$ cat config.mk
export PLATFORM = sky130hd
export DESIGN_NAME = irq_ports
export DESIGN_NICKNAME = d
export VERILOG_FILES = /design/src/rtl/irq_ports.sv
export SDC_FILE = /design/constraint.sdc
export NUM_CORES = 1
export LEC_CHECK = 0
export ABC_CLOCK_PERIOD_IN_PS = 1780
export CAP_MARGIN = 20
export CORE_UTILIZATION = 35
export DETAILED_ROUTE_END_ITERATION = 10
export PLACE_DENSITY = 0.66
export SLEW_MARGIN = 30
export SYNTH_ARGS = -nofsm -noshare
export SYNTH_HDL_FRONTEND = slang
export SYNTH_SLANG_ARGS = --single-unit
$ cat constraint.sdc
create_clock -name clk -period 1.78 [get_ports clk]
set_clock_uncertainty 0.05 [all_clocks]
set_input_delay 0.356 -clock clk [delete_from_list [all_inputs] [get_ports clk]]
set_output_delay 0.356 -clock clk [all_outputs]
set_load 0.05 [all_outputs]
$ cat src/rtl/irq_ports.sv
// Interrupt controller with per-source polarity, edge-detected sticky pending bits, enable mask and master enable.
// Optional macro IRQ_PORTS_SYNC_EN adds a two-flop synchronizer per source ahead of the edge detector.
module irq_ports #(
  parameter int                 N_SRC   = 4,
  parameter logic [N_SRC-1:0]   SRC_POL = {N_SRC{1'b1}}
) (
  input  logic             clk,
  input  logic             rst,
  input  logic             wr_stb,
  input  logic [1:0]       addr,
  input  logic [7:0]       wrdata,
  output logic [7:0]       rddata,
  input  logic [N_SRC-1:0] src_irq,
  output logic [N_SRC-1:0] src_ena,
  output logic             irq
);

  localparam logic [1:0] A_SWSET = 2'b00;
  localparam logic [1:0] A_RAW   = 2'b01;
  localparam logic [1:0] A_PEND  = 2'b10;
  localparam logic [1:0] A_ENA   = 2'b11;

  logic [N_SRC-1:0] qual;
  logic [N_SRC-1:0] s1_d;
  logic [N_SRC-1:0] s1;
  logic [N_SRC-1:0] s2;
  logic [N_SRC-1:0] src_event;
  logic [N_SRC-1:0] pending;
  logic [N_SRC-1:0] pend_next;
  logic [N_SRC-1:0] sw_set;
  logic [N_SRC-1:0] w1c;
  logic             men;
  logic             wr_ena;
  logic             unused_wrdata;

  assign qual = ~(src_irq ^ SRC_POL);

`ifdef IRQ_PORTS_SYNC_EN
  logic [N_SRC-1:0] sync0;
  logic [N_SRC-1:0] sync1;

  always_ff @(posedge clk) begin
    if (rst) begin
      sync0 <= '1;
      sync1 <= '1;
    end else begin
      sync0 <= qual;
      sync1 <= sync0;
    end
  end

  assign s1_d = sync1;
`else
  assign s1_d = qual;
`endif

  // Edge history resets to all-ones so a source already active at reset release raises no event
  always_ff @(posedge clk) begin
    if (rst) begin
      s1 <= '1;
      s2 <= '1;
    end else begin
      s1 <= s1_d;
      s2 <= s1;
    end
  end

  assign src_event = s1 & ~s2;

  assign wr_ena = wr_stb && (addr == A_ENA);
  assign sw_set = (wr_stb && (addr == A_SWSET)) ? wrdata[N_SRC-1:0] : '0;
  assign w1c    = (wr_stb && (addr == A_PEND))  ? wrdata[N_SRC-1:0] : '0;

  // Any set source beats a W1C clear of the same bit
  assign pend_next = (pending & ~w1c) | src_event | sw_set;

  always_ff @(posedge clk) begin
    if (rst) begin
      pending <= '0;
      src_ena <= '0;
      men     <= 1'b0;
      irq     <= 1'b0;
    end else begin
      pending <= pend_next;
      irq     <= men & (|(pending & src_ena));
      if (wr_ena) begin
        src_ena <= wrdata[N_SRC-1:0];
        men     <= wrdata[7];
      end
    end
  end

  always_comb begin
    rddata = '0;
    case (addr)
      A_ENA: begin
        rddata[N_SRC-1:0] = src_ena;
        rddata[7]         = men;
      end
      A_PEND: rddata[N_SRC-1:0] = pending;
      A_RAW: begin
        rddata[N_SRC-1:0] = s1;
        rddata[7]         = irq;
      end
      default: rddata = '0;
    endcase
  end

  assign unused_wrdata = ^wrdata;

endmodule

[After elaboration in Yosys (flattened, before gate mapping)]
Index checks and enable logic that the tools add are counted.
Storage, ports and cells
  bits in registers: 18
  output and inout bits: 13
Cells by class
  equal/unequal tests: 3
  multiplexer cells: 4
  bitwise logic cells: 10
  reductions and logical operators: 5
Operators with widths (number)
  inverter 4 bit: 4
  AND 4 bit: 3
  one-hot mux 4 bit (3 select lines): 1
  2-to-1 mux 4 bit: 2
  OR 4 bit: 2
  == test 2 bit (second input constant): 2
  OR reduction 4 bit: 1
  logical AND 1 bit: 3
  == test 2 x 1 -> 1 bit (second input constant): 1
  logical NOT 2 bit: 1
  one-hot mux 1 bit (2 select lines): 1
  AND 1 bit: 1

[Longest topological paths before layout]
  depth in word-level cells: 7
  gate-level depth with buffers: 4
  depth with buffers taken out: 3

[Worst setup path after synthesis]
Ideal clock, no wire load.
  path kind: reg-to-output
  from: register src_ena[2]
  to: output port rddata[2]
  arrival time: 1889 ps
  data required time: 1374 ps
  slack: -515 ps
  cell stages (with the launch flop): 3
  path buffers: 0
  cell sequence: dfxtp_1 mux2i_1 o21ai_0
On the way
  cells in the longest elaborated chain, start to end: 1
Ends and longest elaborated chain
  start, declared: RTL line 14  | output logic [N_SRC-1:0] src_ena,
  start signal, assigned: RTL line 87  | src_ena <= wrdata[N_SRC-1:0];
  one-hot mux 4 bit (3 select lines): RTL line 95  | case (addr)
  end, declared: RTL line 12  | output logic [7:0] rddata,
Every way passes these cells.

[Worst setup path after layout]
  from: input port addr[0]
  to: output port rddata[0]
On the way
  cells in the longest elaborated chain, start to end: 2
Ends and longest elaborated chain
  start, declared: RTL line 10  | input logic [1:0] addr,
  == test 2 x 1 -> 1 bit or == test 2 bit (tied branches): RTL line 95
  one-hot mux 4 bit (3 select lines) (*): RTL line 95
Mark *: on every way between the ends. The rest lies on a longest branch, timed or not.

==> impl_summary.md <==
Drt
The routed design has 1540 um of wire. The detail route stage leaves a number of antenna-violating nets equal to 0. The routed via count is 632. After detailed routing, the number of vias per cell comes to approximately 4.7. The number of remaining DRC errors is 0. The first routing iteration left 5 violations. The post-detailed-route wirelength per cell is ~12 um. Before antenna repair, the detailed router went through 4 iterations.

Place
In this run the tool buffered the top-level ports with 23 buffer cells. Detailed placement finished with a half-perimeter wire length of 1110 um. The worst slack after detailed placement is -0.141 ns.

The instance count after placement with tap cells included is 129. The routability congestion estimate is 0.675.

Setup path
The cell with the biggest individual delay on the critical path is dlygate4sd2_1. The worst endpoint required time is 1.37 ns. The worst reg2reg path startpoint is src_ena[1]. The family of cells with the greatest summed delay on the critical path is buffers and inverters. Traced cell by cell, the critical path runs through dlygate4sd2_1, buf_6, and2b_2, nand2_1, o21ai_2, buf_12. The critical path class is in -> out. The startpoint kind of the worst setup timing path is an input port. Tracing the worst setup path back leads to its startpoint at addr[0]. The highest fanout seen on the critical path is 5. The longest individual stage delay on the worst path is roughly 0.27 ns. The number of buffers and inverters on the critical path is 3. The worst setup path is captured at a primary output. The number of cells on the worst reg-to-reg path is 3. The endpoint of the worst register-to-register path is irq.

Setup slack on the worst reg-to-reg path comes out at ~0.70 ns. Data arrives at the worst endpoint at 1.30 ns.

STA
The period utilization is 95.7%. The number of max-slew violations in the final report is 0. Setup slack closes at between 0.07 and 0.08 ns. Setup repair after global routing left no endpoint under its margin. After layout, the minimum clock period comes to ~1.7 ns. The total count of hold-check failures in the final report is 0. Timing would allow up to 0.587 GHz.

On the final layout, the worst hold slack is ~0.43 ns. The final count of negative-setup-slack endpoints is 0. For the final routed database, the setup TNS stands at 0 ns.

Floorplanning
The die area is approximately 2400 um2. The die extent in x is between 40 and 50 um. Row generation in the floorplan step produced 16 rows. During I/O placement, the number of pins put on the boundary was 30.

For this configuration, the core starts out at a cell density of between 30 and 40%. The height of the die is roughly 49 um. The area of the placeable core is 2020 um2.

GRT
The number of global-route vias before repair is 547. The global router's overall resource usage is ~14%. The wire length of the first global-routing pass is 2550 um. After global routing the overflow that remains totals 0. The maximum number of pins on one net before global-route repair is 14. The initial antenna violation count is 0.

Power
Across the VDD grid, the largest voltage drop is roughly 0.45 mV. In this run the static leakage power is approximately 0.5 nW. Dividing total power by cell area gives a power density of around 760 nW/um2.

Clock network
The maximum clock path buffer count is 2. The clock tree from TritonCTS is built. The count of clock tree sinks is 18. The number of buffers added to fix hold violations after cts is 0.

The clock transition at the register clock pins on the worst setup and hold paths after CTS is around 0.10 ns. The total CTS buffers is 3. The depth of the CTS H-tree is 1.

The clock insertion delay at the later pin of the skew report is a little under 0.3 ns. CTS placed an instance of clkbuf_4 at the clock tree root.

Yosys
Ranked by total cell area, the synthesized netlist is headed by dfxtp_1, mux2i_1, or2_2, nand3b_1, nand2b_1. The instance count of the mapped netlist is 78. The average size of a mapped cell is approximately 10 um2.

The fraction of the yosys area taken by sequential cells is around 46%. After synthesis, the share of flip-flops with an asynchronous set or reset is 0%. The share of synthesized area in the top cell type comes to a little under half. In this run, synthesis inferred 0 flip-flops with an integrated enable.

By count the netlist is led by dfxtp_1, mux2i_1, or2_2. The number of synthesis warnings is 0. The most instantiated library cell after synthesis is dfxtp_1. The number of storage elements in the synthesis netlist is 18.

In the synthesized netlist the dominant register cell turns out to be dfxtp_1. The unique cell type count in the Yosys netlist is 20. The post-synthesis instance area is approximately 780 um2. The leading area contributor after synthesis is dfxtp_1.

Run status
The run finished with clean final reports.

Layout
The final instance count without filler cells is 134. The final layout contains between 100 and 150 nets. The post-route netlist has roughly a third of its cells at a drive strength greater than 1. Compared with the post-synthesis result, the final layout area differs by 48.9%.

The number of antenna diodes is 0.

Hold path
The worst hold path class is reg -> reg. In this run the most critical hold path is launched from s1[0]. The number of instances on the worst hold path is 1. The worst hold path terminates at s2[0].

Job
The number of maximum-capacitance constraint violations is 0.
## layout by cell type, fill, tap and decap left out
master / netlist / layout
and2b_2: 0 / 1
buf_12: 0 / 5
mux2i_1: 14 / 13
buf_6: 1 / 2
or2_2: 8 / 8
a221oi_1: 1 / 1
nand2_1: 4 / 4
a22o_1: 1 / 1
clkbuf_4: 0 / 3
nand3b_1: 4 / 4
clkbuf_8: 0 / 1
a21oi_1: 4 / 4
nor2b_2: 0 / 1
nor3b_1: 1 / 1
mux2i_4: 0 / 1
nor2_1: 5 / 5
nand2b_1: 4 / 4
buf_4: 3 / 8
dlygate4sd2_1: 0 / 2
inv_2: 0 / 1
clkdlybuf4s50_1: 0 / 11
o21ai_2: 0 / 4
dfxtp_1: 18 / 18
nand3_4: 1 / 1
conb_1: 1 / 3
## routing by layer
metal	part of all wire [%]	global-route usage, %
met5	0	0
met4	1.6	5.88
met3	8.2	4.67
met1	46	17.6
met2	44	21.5
## stage by stage
step / util [%] / cell area, um2 / total power, mW
floorplan: - / 806 / 0.553
global placement: 54.4 / 1100 / 0.634
detailed placement: 54.4 / 1100 / 0.636
CTS: 57.5 / 1160 / 0.887
global route: 57.5 / 1160 / 0.924
finish: 57.5 / 1160 / 0.878
## state kept, by name, indices dropped and copies added, names as in the netlist
name	cells
pending	4
s1	4
s2	4
src_ena	4
irq	1
men	1
## cells by family (layout without fill, tap and decap cells)
kind of cell / after synthesis / after routing / synth area share (%)
AO/OA/AOI/OAI: 10 / 10 / 7.37
multiplexers: 14 / 14 / 17.9
buffers and inverters: 6 / 33 / 5.29
other: 1 / 3 / 0.480
flip-flops: 18 / 18 / 46.2
AND/OR/NAND/NOR: 29 / 29 / 22.8
## cell type report
type | count | area (um2)
Fill cell | 189 | 860
Multi-Input combinational cell | 56 | 418
Sequential cell | 18 | 360
Timing Repair Buffer | 28 | 310
Clock buffer | 4 | 36.3
Tap cell | 27 | 33.8
Inverter | 1 | 3.75
## power by group
| part | total, mW | switching, mW | internal (mW) |
|---|---|---|---|
| sequential | 0.434 | 0.0132 | 0.421 |
| combinational | 0.198 | 0.102 | 0.0960 |
| clock | 0.246 | 0.121 | 0.124 |
## how the worst max path moves through the flow
stage,to,cells past startpoint
after floorplan,rddata[2],2
after global placement,rddata[0],6
after detailed placement,rddata[1],5
after CTS,rddata[0],6
after global routing,rddata[3],6
final,rddata[0],6
## what timing repair did
action	in CTS	in global routing
gates resized for setup	8	0
setup endpoints to repair	5	0
buffers inserted	1	0
(Power assumes the default switching activity.)
